===== src/rtl/n64adv_joybus_pkg.sv =====
// Shared Joybus transmit definitions: FSM states, quarter counts per symbol and
// how many leading quarters of each symbol hold the line low.
package n64adv_joybus_pkg;

  typedef enum logic [1:0] {
    ST_IDLE      = 2'd0,
    ST_WAIT_LINE = 2'd1,
    ST_BIT       = 2'd2,
    ST_STOP      = 2'd3
  } tx_state_e;

  localparam int unsigned BIT_QUARTERS  = 4;
  localparam int unsigned STOP_QUARTERS = 3;

  localparam int unsigned BIT0_LOW = 3;
  localparam int unsigned BIT1_LOW = 1;
  localparam int unsigned STOP_LOW = 1;

  // A symbol drives low for its first low_cnt quarters, then releases.
  function automatic logic quarter_low(input logic [1:0] quarter, input int unsigned low_cnt);
    return (32'(quarter) < low_cnt);
  endfunction

endpackage


===== src/rtl/joybus_quarter_tick.sv =====
// Quarter-time prescaler: one-cycle tick every CLK_PER_US cycles; held at zero
// while clr_i is high, so the first tick lands CLK_PER_US cycles after release.
module joybus_quarter_tick #(
  parameter int CLK_PER_US = 49
) (
  input  logic VCLK,
  input  logic nVRST,
  input  logic clr_i,
  output logic tick_o
);

  localparam int PW = (CLK_PER_US > 1) ? $clog2(CLK_PER_US) : 1;

  logic [PW-1:0] cnt_q;
  logic [PW-1:0] cnt_d;
  logic          at_end;

  assign at_end = (cnt_q == PW'(CLK_PER_US - 1));
  assign tick_o = at_end & ~clr_i;

  always_comb begin
    cnt_d = cnt_q + PW'(1);
    if (clr_i || at_end) begin
      cnt_d = '0;
    end
  end

  always_ff @(posedge VCLK or negedge nVRST) begin
    if (!nVRST) begin
      cnt_q <= '0;
    end else begin
      cnt_q <= cnt_d;
    end
  end

endmodule


===== src/rtl/n64_joybus_tx.sv =====
// Joybus serializer: line low one cycle after accept, (32*len+3) quarters to tx_done; no queueing.
// Optional JOYBUS_TX_IDLECHK_EN waits for IDLE_US of continuous high line before the first bit.
module n64_joybus_tx
  import n64adv_joybus_pkg::*;
#(
  parameter int CLK_PER_US = 49,
  parameter int MAX_BYTES  = 4,
  parameter int IDLE_US    = 8
) (
  input  logic                   VCLK,
  input  logic                   nVRST,
  input  logic                   tx_start,
  input  logic [2:0]             tx_len,
  input  logic [8*MAX_BYTES-1:0] tx_data,
  input  logic                   ctrl_in,
  output logic                   ctrl_oe,
  output logic                   tx_busy,
  output logic                   tx_done
);

  localparam int SW = 8 * MAX_BYTES;
  localparam int BW = (SW > 1) ? $clog2(SW) : 1;
  localparam int LW = $clog2(MAX_BYTES + 1);

  tx_state_e     state_q;
  logic [1:0]    quarter_q;
  logic [BW-1:0] bit_cnt_q;
  logic [LW-1:0] len_q;
  logic [SW-1:0] sr_q;
  logic          oe_q;
  logic          busy_q;
  logic          done_q;

  logic          accept;
  logic          tick;
  logic          tick_clr;
  logic [LW-1:0] len_clamped;
  logic [SW-1:0] sr_load;
  logic [BW-1:0] last_bit;
  logic          cur_bit;

`ifdef JOYBUS_TX_IDLECHK_EN
  localparam int IDLE_CYC = IDLE_US * CLK_PER_US;
  localparam int IW       = (IDLE_CYC > 1) ? $clog2(IDLE_CYC) : 1;
  logic [IW-1:0] idle_cnt_q;
`else
  logic unused_ctrl_in;
  assign unused_ctrl_in = ctrl_in;
`endif

  assign accept      = tx_start && !busy_q && (tx_len != 3'd0);
  assign len_clamped = (int'(tx_len) > MAX_BYTES) ? LW'(MAX_BYTES) : LW'(tx_len);
  assign last_bit    = BW'(int'(len_q) * 8 - 1);
  assign cur_bit     = sr_q[SW-1];
  assign tick_clr    = (state_q != ST_BIT) && (state_q != ST_STOP);

  // Byte 0 lands in the top of the shift register so a plain left shift sends it first, MSB first.
  always_comb begin
    sr_load = '0;
    for (int k = 0; k < MAX_BYTES; k++) begin
      sr_load[8*(MAX_BYTES-1-k) +: 8] = tx_data[8*k +: 8];
    end
  end

  joybus_quarter_tick #(
    .CLK_PER_US(CLK_PER_US)
  ) u_quarter_tick (
    .VCLK  (VCLK),
    .nVRST (nVRST),
    .clr_i (tick_clr),
    .tick_o(tick)
  );

  always_ff @(posedge VCLK or negedge nVRST) begin
    if (!nVRST) begin
      state_q    <= ST_IDLE;
      quarter_q  <= '0;
      bit_cnt_q  <= '0;
      len_q      <= '0;
      sr_q       <= '0;
      oe_q       <= 1'b0;
      busy_q     <= 1'b0;
      done_q     <= 1'b0;
`ifdef JOYBUS_TX_IDLECHK_EN
      idle_cnt_q <= '0;
`endif
    end else begin
      done_q <= 1'b0;
      case (state_q)
        ST_IDLE: begin
          if (accept) begin
            len_q     <= len_clamped;
            sr_q      <= sr_load;
            bit_cnt_q <= '0;
            quarter_q <= '0;
            busy_q    <= 1'b1;
`ifdef JOYBUS_TX_IDLECHK_EN
            state_q    <= ST_WAIT_LINE;
            oe_q       <= 1'b0;
            idle_cnt_q <= '0;
`else
            state_q   <= ST_BIT;
            oe_q      <= 1'b1;
`endif
          end
        end

`ifdef JOYBUS_TX_IDLECHK_EN
        // Any low sample restarts the quiet-line count; no timeout.
        ST_WAIT_LINE: begin
          if (!ctrl_in) begin
            idle_cnt_q <= '0;
          end else if (idle_cnt_q == IW'(IDLE_CYC - 1)) begin
            state_q <= ST_BIT;
            oe_q    <= 1'b1;
          end else begin
            idle_cnt_q <= idle_cnt_q + IW'(1);
          end
        end
`endif

        ST_BIT: begin
          if (tick) begin
            if (quarter_q == 2'(BIT_QUARTERS - 1)) begin
              quarter_q <= '0;
              oe_q      <= 1'b1;
              if (bit_cnt_q == last_bit) begin
                state_q <= ST_STOP;
              end else begin
                bit_cnt_q <= bit_cnt_q + BW'(1);
                sr_q      <= sr_q << 1;
              end
            end else begin
              quarter_q <= quarter_q + 2'd1;
              oe_q      <= quarter_low(quarter_q + 2'd1, cur_bit ? BIT1_LOW : BIT0_LOW);
            end
          end
        end

        ST_STOP: begin
          if (tick) begin
            if (quarter_q == 2'(STOP_QUARTERS - 1)) begin
              state_q   <= ST_IDLE;
              quarter_q <= '0;
              oe_q      <= 1'b0;
              busy_q    <= 1'b0;
              done_q    <= 1'b1;
            end else begin
              quarter_q <= quarter_q + 2'd1;
              oe_q      <= quarter_low(quarter_q + 2'd1, STOP_LOW);
            end
          end
        end

        default: begin
          state_q <= ST_IDLE;
          oe_q    <= 1'b0;
          busy_q  <= 1'b0;
        end
      endcase
    end
  end

  assign ctrl_oe = oe_q;
  assign tx_busy = busy_q;
  assign tx_done = done_q;

endmodule

===== config.mk =====
export PLATFORM = sky130hd
export DESIGN_NAME = n64_joybus_tx
export DESIGN_NICKNAME = d
export VERILOG_FILES = /design/src/rtl/n64adv_joybus_pkg.sv /design/src/rtl/joybus_quarter_tick.sv /design/src/rtl/n64_joybus_tx.sv
export SDC_FILE = /design/constraint.sdc
export NUM_CORES = 1
export LEC_CHECK = 0
export BUFFER_PORTS_ARGS = -buffer_cell sky130_fd_sc_hd__buf_2
export CORE_MARGIN = 4
export CORE_UTILIZATION = 45
export DETAILED_ROUTE_END_ITERATION = 7
export GPL_ROUTABILITY_DRIVEN = 0
export PLACE_DENSITY_LB_ADDON = 0.2
export SLEW_MARGIN = 20
export SYNTH_ARGS = -nofsm -noshare
export SYNTH_HDL_FRONTEND = slang
export SYNTH_SLANG_ARGS = --single-unit

===== constraint.sdc =====
create_clock -name VCLK -period 2 [get_ports VCLK]
set_clock_uncertainty 0.1 [all_clocks]
set_input_delay 0.3 -clock VCLK [delete_from_list [all_inputs] [get_ports VCLK]]
set_output_delay 0.3 -clock VCLK [all_outputs]
set_load 0.03 [all_outputs]

# --- Word level (Yosys, flattened, before mapping) ---
# Cells that the tools add are included.
totals:
  output_inout_bits: 3
  in_bits: 39
  ff_bits: 52
  wordCells: 87
op_classes:
  muxes: 38
  magnitude_cmp: 3
  addsub: 4
  n_bitwise: 3
  n_reduce_logical: 15
  n_eq_ne: 15
op_table:
  columns: ["op", "n"]
  rows:
  - ["two-way mux 32 bit", 4]
  - ["one-hot mux 32 bit (2 select lines)", 1]
  - ["two-way mux 2 bit", 13]
  - ["two-way mux 5 bit", 4]
  - ["!= test 2 bit (second input constant)", 9]
  - ["one-hot mux 2 bit (3 select lines)", 2]
  - ["two-way mux 1 bit", 10]
  - ["one-hot mux 5 bit (2 select lines)", 1]
  - ["equality test 2 bit (second input constant)", 4]
  - ["AND reduction 4 bit", 2]
  - ["adder 6 x 1 -> 6 bit (second input constant)", 1]
  - ["equality test 6 bit (second input constant)", 1]
  - ["two-way mux 6 bit", 1]
  - ["one-hot mux 1 bit (3 select lines)", 2]
  - ["AND reduction 6 bit", 1]
  - ["nonzero test 3 bit", 2]
  - ["adder 5 x 1 -> 5 bit (second input constant)", 1]
  - ["equality test 5 bit", 1]
  - ["AND reduction 5 bit", 1]
  - ["subtractor 5 x 1 -> 5 bit (second input constant)", 1]
  - ["greater-than comparator 3 bit (second input constant)", 1]
  - ["logical AND 1 bit", 3]
  - ["AND reduction 3 bit", 1]
  - ["adder 2 x 1 -> 2 bit (second input constant)", 1]
  - ["9 further kinds", 10]

# --- Logic depth before layout (Yosys ltp) ---
logic_depth:
  word_depth: 6
  mapped_depth: 8
  depth_no_buf: 6

# --- Hierarchy ---
# From an unflattened synthesis, not the netlist that was laid out.
unflattened:
  hier_cells: 215
  hier_area_um2: 2805.2
modules_own_cells:
  columns: ["mod", "area_per_inst_um2", "cells_each", "n_inst"]
  rows:
  - ["n64_joybus_tx", 2511.2, 186, 1]
  - ["joybus_quarter_tick", 294.0, 29, 1]

# --- Least setup slack after synthesis ---
# OpenSTA, ideal clock, no wires.
synth_path:
  kind: "register to register"
  from: "register busy_q, in the netlist tx_busy"
  to: "register sr_q[1]"
  period_less_slack_ns: 2.059
  arrival_ns: 1.834
  setup_slack_ns: -0.059
  setup_time_ns: 0.125
  t_required_ns: 1.775
  n_path_buf: 2
  path_stages_with_launch: 7
  path_cell_list: "dfrtp_1 -> or3b_1 -> nor3_4 -> a21o_1 -> buf_6 -> buf_6 -> mux2_4"
synth_via:
  elab_chain_cells: 5
synth_rtl:
  columns: ["element", "line", "source"]
  rows:
  - ["from (decl)", "n64_joybus_tx.sv:31", "logic busy_q;"]
  - ["from (signal assigned)", "n64_joybus_tx.sv:82", "busy_q <= 1'b0;"]
  - ["from (signal assigned)", "n64_joybus_tx.sv:96", "busy_q <= 1'b1;"]
  - ["from (signal assigned)", "n64_joybus_tx.sv:146", "busy_q <= 1'b0;"]
  - ["zero test 1 bit", "n64_joybus_tx.sv:51", "assign accept = tx_start && !busy_q && (tx_len != 3'd0);"]
  - ["logical AND 1 bit (2 in series)", "n64_joybus_tx.sv:51", null]
  - ["!= test 2 bit (no source line)", null, null]
  - ["AND reduction 5 bit (no source line)", null, null]
  - ["to (signal assigned)", "n64_joybus_tx.sv:93", "sr_q <= sr_load;"]
  - ["to (signal assigned)", "n64_joybus_tx.sv:131", "sr_q <= sr_q << 1;"]
  - ["to (decl)", "n64_joybus_tx.sv:29", "logic [SW-1:0] sr_q;"]
# No other way between the ends.
# A chain may end at the register's enable or synchronous reset.

# --- Final worst setup path ---
layout_path:
  from: "register bit_cnt_q[0]"
  to: "register sr_q[16]"
layout_via:
  elab_chain_cells: 3
layout_rtl:
  columns: ["element", "line", "source"]
  rows:
  - ["from (decl)", "n64_joybus_tx.sv:27", "logic [BW-1:0] bit_cnt_q;"]
  - ["from (signal assigned)", "n64_joybus_tx.sv:130", "bit_cnt_q <= bit_cnt_q + BW'(1);"]
  - ["equality test 5 bit", "n64_joybus_tx.sv:127", "if (bit_cnt_q == last_bit) begin"]
  - ["!= test 2 bit (no source line)", null, null]
  - ["AND reduction 5 bit (no source line)", null, null]
# No other way between the ends.

==> load_flow_metrics.sql <==
INSERT INTO impl_metrics (metric_group, metric, value, unit) VALUES
('placed_design', 'port_buffers', '40', ''),
('global_route', 'number_of_global_route_vias_before_repair', '1991', ''),
('worst_setup_path', 'setup.worst_path.class', 'reg -> reg', ''),
('synth', 'portion_of_synthesized_cell_area_occupied_by_the_leading_cell_type', '0.459', ''),
('drt', 'drc_violation_count_after_routing', '0', ''),
('worst_setup_path', 'startpoint_type', 'register', ''),
('synth', 'netlist_top_cells_area', 'sky130_fd_sc_hd__dfrtp_1 46%, sky130_fd_sc_hd__mux2_4 13%, sky130_fd_sc_hd__nand2_1 13%', ''),
('drt', 'vias', '2039', ''),
('floorplan', 'core_region_area', '0.00603', 'mm2'),
('job', 'timing.max_cap.violations', '0', ''),
('worst_setup_path', 'worstSetupEndpointType', 'register', ''),
('floorplan', 'floorplan.die.width', '87.4', 'um'),
('floorplan', 'start_util', '0.471', ''),
('layout', 'post_route_cells_drive_above_1_share', '0.324', ''),
('drt', 'ant_nets_after_route', '0', ''),
('timing', 'hold_viol', '0', ''),
('worst_setup_path', 'worstPathMaxFanout', '14', ''),
('synth', 'syn_area', '0.00284', 'mm2'),
('clock_tree', 'total_cts_buffers', '5', ''),
('layout', 'fill_cells', '533', ''),
('clock_tree', 'cts_setup_buffers', '0', ''),
('clock_tree', 'worst_setup_hold_path_clk_slew', '0.09', 'ns'),
('global_route', 'grt_first_pass_wirelength', '9320', 'um'),
('floorplan', 'chip_height', '87.4', 'um'),
('synth', 'synth_cell_types', '38', ''),
('drt', 'vias_per_cell', '4.91', ''),
('drt', 'wl', '5490', 'um'),
('clock_tree', 'cts.sinks', '52', ''),
('placed_design', 'hpwl', '3970', 'um'),
('drt', 'dr.first_iter.drc_count', '105', ''),
('global_route', 'grt_use_total', '0.153', ''),
('timing', 'timing.setup.tns', '0', 'ns'),
('drt', 'drt_pre_antenna_iters', '4', ''),
('layout', 'seqCellArea', '0.00130', 'mm2'),
('power', 'total_power', '2040', 'uW'),
('timing', 'worst-slew-pin-transition', '0.414', 'ns'),
('drt', 'routed_wl_per_cell', '13.2', 'um'),
('timing', 'slew_viol_final', '0', ''),
('timing', 'setup_ws', '0.0942', 'ns'),
('timing', 'max_slew_margin', '0.724', ''),
('layout', 'flow.area_growth_from_synthesis', '19.0', '%'),
('clock_tree', 'clock_tree_from_tritoncts', 'built', ''),
('worst_setup_path', 'worst_ep_arrival_time', '1.99', 'ns'),
('synth', 'synth_enable_flop_cells', '0', ''),
('timing', 'setup_viol', '0', ''),
('placed_design', 'pre_cts_slack', '0.0111', 'ns'),
('timing', 'setup_repair_after_global_routing_missed_its_margin', 'no', ''),
('synth', 'ys_dominant_reg_cell', 'sky130_fd_sc_hd__dfrtp_1', ''),
('timing', 'min_period_over_period', '0.953', ''),
('clock_tree', 'clock_network_latency_to_the_later_pin_of_the_worst_skew_pair', '0.30', 'ns'),
('clock_tree', 'clockRootBuffer', 'sky130_fd_sc_hd__clkbuf_8', ''),
('power', 'worst_ir_drop_vdd', '0.000392', 'V'),
('synth', 'postSynthCellCount', '287', ''),
('synth', 'synth_top_cell_by_area', 'sky130_fd_sc_hd__dfrtp_1', ''),
('timing', 'finalCriticalPeriod', '1.91', 'ns'),
('floorplan', 'floorplan.rows', '28', ''),
('global_route', 'number_of_antenna_violations_at_the_first_check_in_global_routing', '0', ''),
('power', 'power_per_cell_area', '604', 'mW/mm2'),
('floorplan', 'design.portCount', '42', ''),
('status', 'outcome', 'finished, final reports clean', ''),
('clock_tree', 'ctsHtreeMaxLevel', '2', ''),
('worst_setup_path', 'r2r_slack', '0.09', 'ns'),
('synth', 'yosys_register_bits', '52', ''),
('global_route', 'grt_remaining_overflow', '0', ''),
('synth', 'syn-mean-instance-area', '9.89', 'um2'),
('floorplan', 'dieArea', '0.00764', 'mm2'),
('timing', 'timing.fmax', '525', 'MHz'),
('layout', 'design.final.nets', '385', ''),
('layout', 'diodes', '0', ''),
('hold_path', 'hold_class', 'in -> reg', ''),
('clock_tree', 'cts_buffer_depth', '2', ''),
('worst_setup_path', 'critPathRequiredTime', '2.09', 'ns'),
('global_route', 'pin_count_of_the_biggest_net_entering_global_routing', '38', ''),
('synth', 'synth_sequential_area_ratio', '0.459', ''),
('synth', 'synth_nets', '333', ''),
('synth', 'yosys_warnings', '0', ''),
('synth', 'async_reset_ff_frac', '1.00', ''),
('layout', 'multi_input_comb_area', '0.00140', 'mm2'),
('power', 'leakagePower', '0.00164', 'uW');
## through the flow
step	util	std cells	cell area, um2	hold slack [ns]
after detailed placement	0.537	406	3240	0.167
after CTS	0.560	415	3370	0.0940
after global placement	0.537	406	3240	0.160
final	0.560	415	3380	0.105
after floorplan	-	287	2840	-0.0956
after global routing	0.560	415	3380	0.108
## metal layers
metal | track usage | up-vias | share of wire
met1 | 0.215 | 957 | 0.49
met4 | 0.0460 | 0 | 0.0095
met2 | 0.244 | 33 | 0.47
met5 | 0 | - | 0
li1 | - | 1044 | -
met3 | 0.0218 | 5 | 0.036
## cells by family (layout without fill, tap and decap cells)
group                      after synthesis  in the layout  share of synthesized area
AOI/OAI and AO/OA                       24             24                     0.0542
xor gates and xnor gates                 5              5                     0.0154
adders and majority gates                7              7                     0.0309
buffers and inverters                   27             80                     0.0538
DFF                                     52             52                      0.459
muxes                                   34             34                      0.168
and+or+nand+nor                        138            138                      0.220
## Yosys cell counts, types with 3 or more instances
cell / instances
sky130_fd_sc_hd__nand2_1: 98
sky130_fd_sc_hd__dfrtp_1: 52
sky130_fd_sc_hd__mux2_4: 25
sky130_fd_sc_hd__nor2_1: 15
sky130_fd_sc_hd__inv_1: 12
sky130_fd_sc_hd__clkbuf_1: 8
sky130_fd_sc_hd__mux2_2: 8
sky130_fd_sc_hd__ha_1: 7
sky130_fd_sc_hd__o21ai_0: 7
sky130_fd_sc_hd__nand2b_1: 5
sky130_fd_sc_hd__a31oi_1: 4
sky130_fd_sc_hd__a21oi_1: 3
sky130_fd_sc_hd__nand3_1: 3
sky130_fd_sc_hd__nor3_1: 3
sky130_fd_sc_hd__xnor2_1: 3
## worst max-delay path: stages, from the launching register on
cell and delay [ns]:
sky130_fd_sc_hd__dfrtp_1 0.36, sky130_fd_sc_hd__ha_2 0.22, sky130_fd_sc_hd__nand4b_1 0.10, sky130_fd_sc_hd__mux2_4 0.30, sky130_fd_sc_hd__a21o_4 0.25, sky130_fd_sc_hd__buf_12 0.16, sky130_fd_sc_hd__mux2_4 0.30
## cell type report
class / count / area share
clock buffer: 6 / 0.0245
sequential: 52 / 0.386
inverter: 12 / 0.0133
multi-input combinational: 208 / 0.414
timing repair buffer: 60 / 0.123
clock inverter: 2 / 0.0115
tap: 75 / 0.0278
## where the power goes
part / total, uW / leakage (uW) / switching [uW] / internal [uW]
registers: 1120 / 0.000624 / 25.7 / 1090
logic: 164 / 0.000953 / 65.3 / 98.4
clock network: 756 / 0.0000614 / 347 / 410
## repair_timing
action / CTS / global route
pin swaps: 0 / 2
gates cloned: 0 / 0
hold buffers: 1 / 0
hold endpoints to repair: 15 / 0
resized for setup: 1 / 1
setup endpoints to repair: 4 / 18
## state kept, by name, summed over array words and instances (netlist names)
register,flops
bit_cnt_q,5
u_quarter_tick.cnt_q,6
sr_q,32
quarter_q,2
state_q,2
ctrl_oe,1
tx_busy,1
len_q,2
tx_done,1
## worst paths after layout
check	startpoint	end	cells after the start
max in group asynchronous	nVRST	sr_q[18]$_DFFE_PN0P_	3
min in group asynchronous	nVRST	ctrl_oe$_DFFE_PN0P_	2
worst max register to register	bit_cnt_q[0]$_DFFE_PN0P_	sr_q[16]$_DFFE_PN0P_	6
worst max-delay path	bit_cnt_q[0]$_DFFE_PN0P_	sr_q[16]$_DFFE_PN0P_	6
worst min-delay path	tx_data[24]	sr_q[0]$_DFFE_PN0P_	3
worst min register to register	ctrl_oe$_DFFE_PN0P_	ctrl_oe$_DFFE_PN0P_	1
## placed cells by master (no fill, tap or decap), drive strengths merged
cell,Yosys,final
xor2,2,2
dlygate4sd3,0,1
nor2,15,15
mux2i,1,1
nand2,98,98
a211oi,2,2
o31ai,1,1
nor2b,1,1
a31oi,4,4
nand3,3,3
nand3b,2,2
or3b,1,1
a22oi,1,1
xnor2,3,3
o221a,2,2
nor4,1,1
inv,12,12
ha,7,7
o21a,1,1
a21o,1,1
bufinv,0,1
clkbuf,9,6
mux2,33,33
nand2b,5,5
and3,2,2
nor3b,2,2
buf,6,59
clkinv,0,1
o21ai,8,8
a21oi,3,3
nor3,5,5
o22ai,1,1
nand4b,3,3
dfrtp,52,52
No activity file was read; power rests on OpenSTA's default activity.
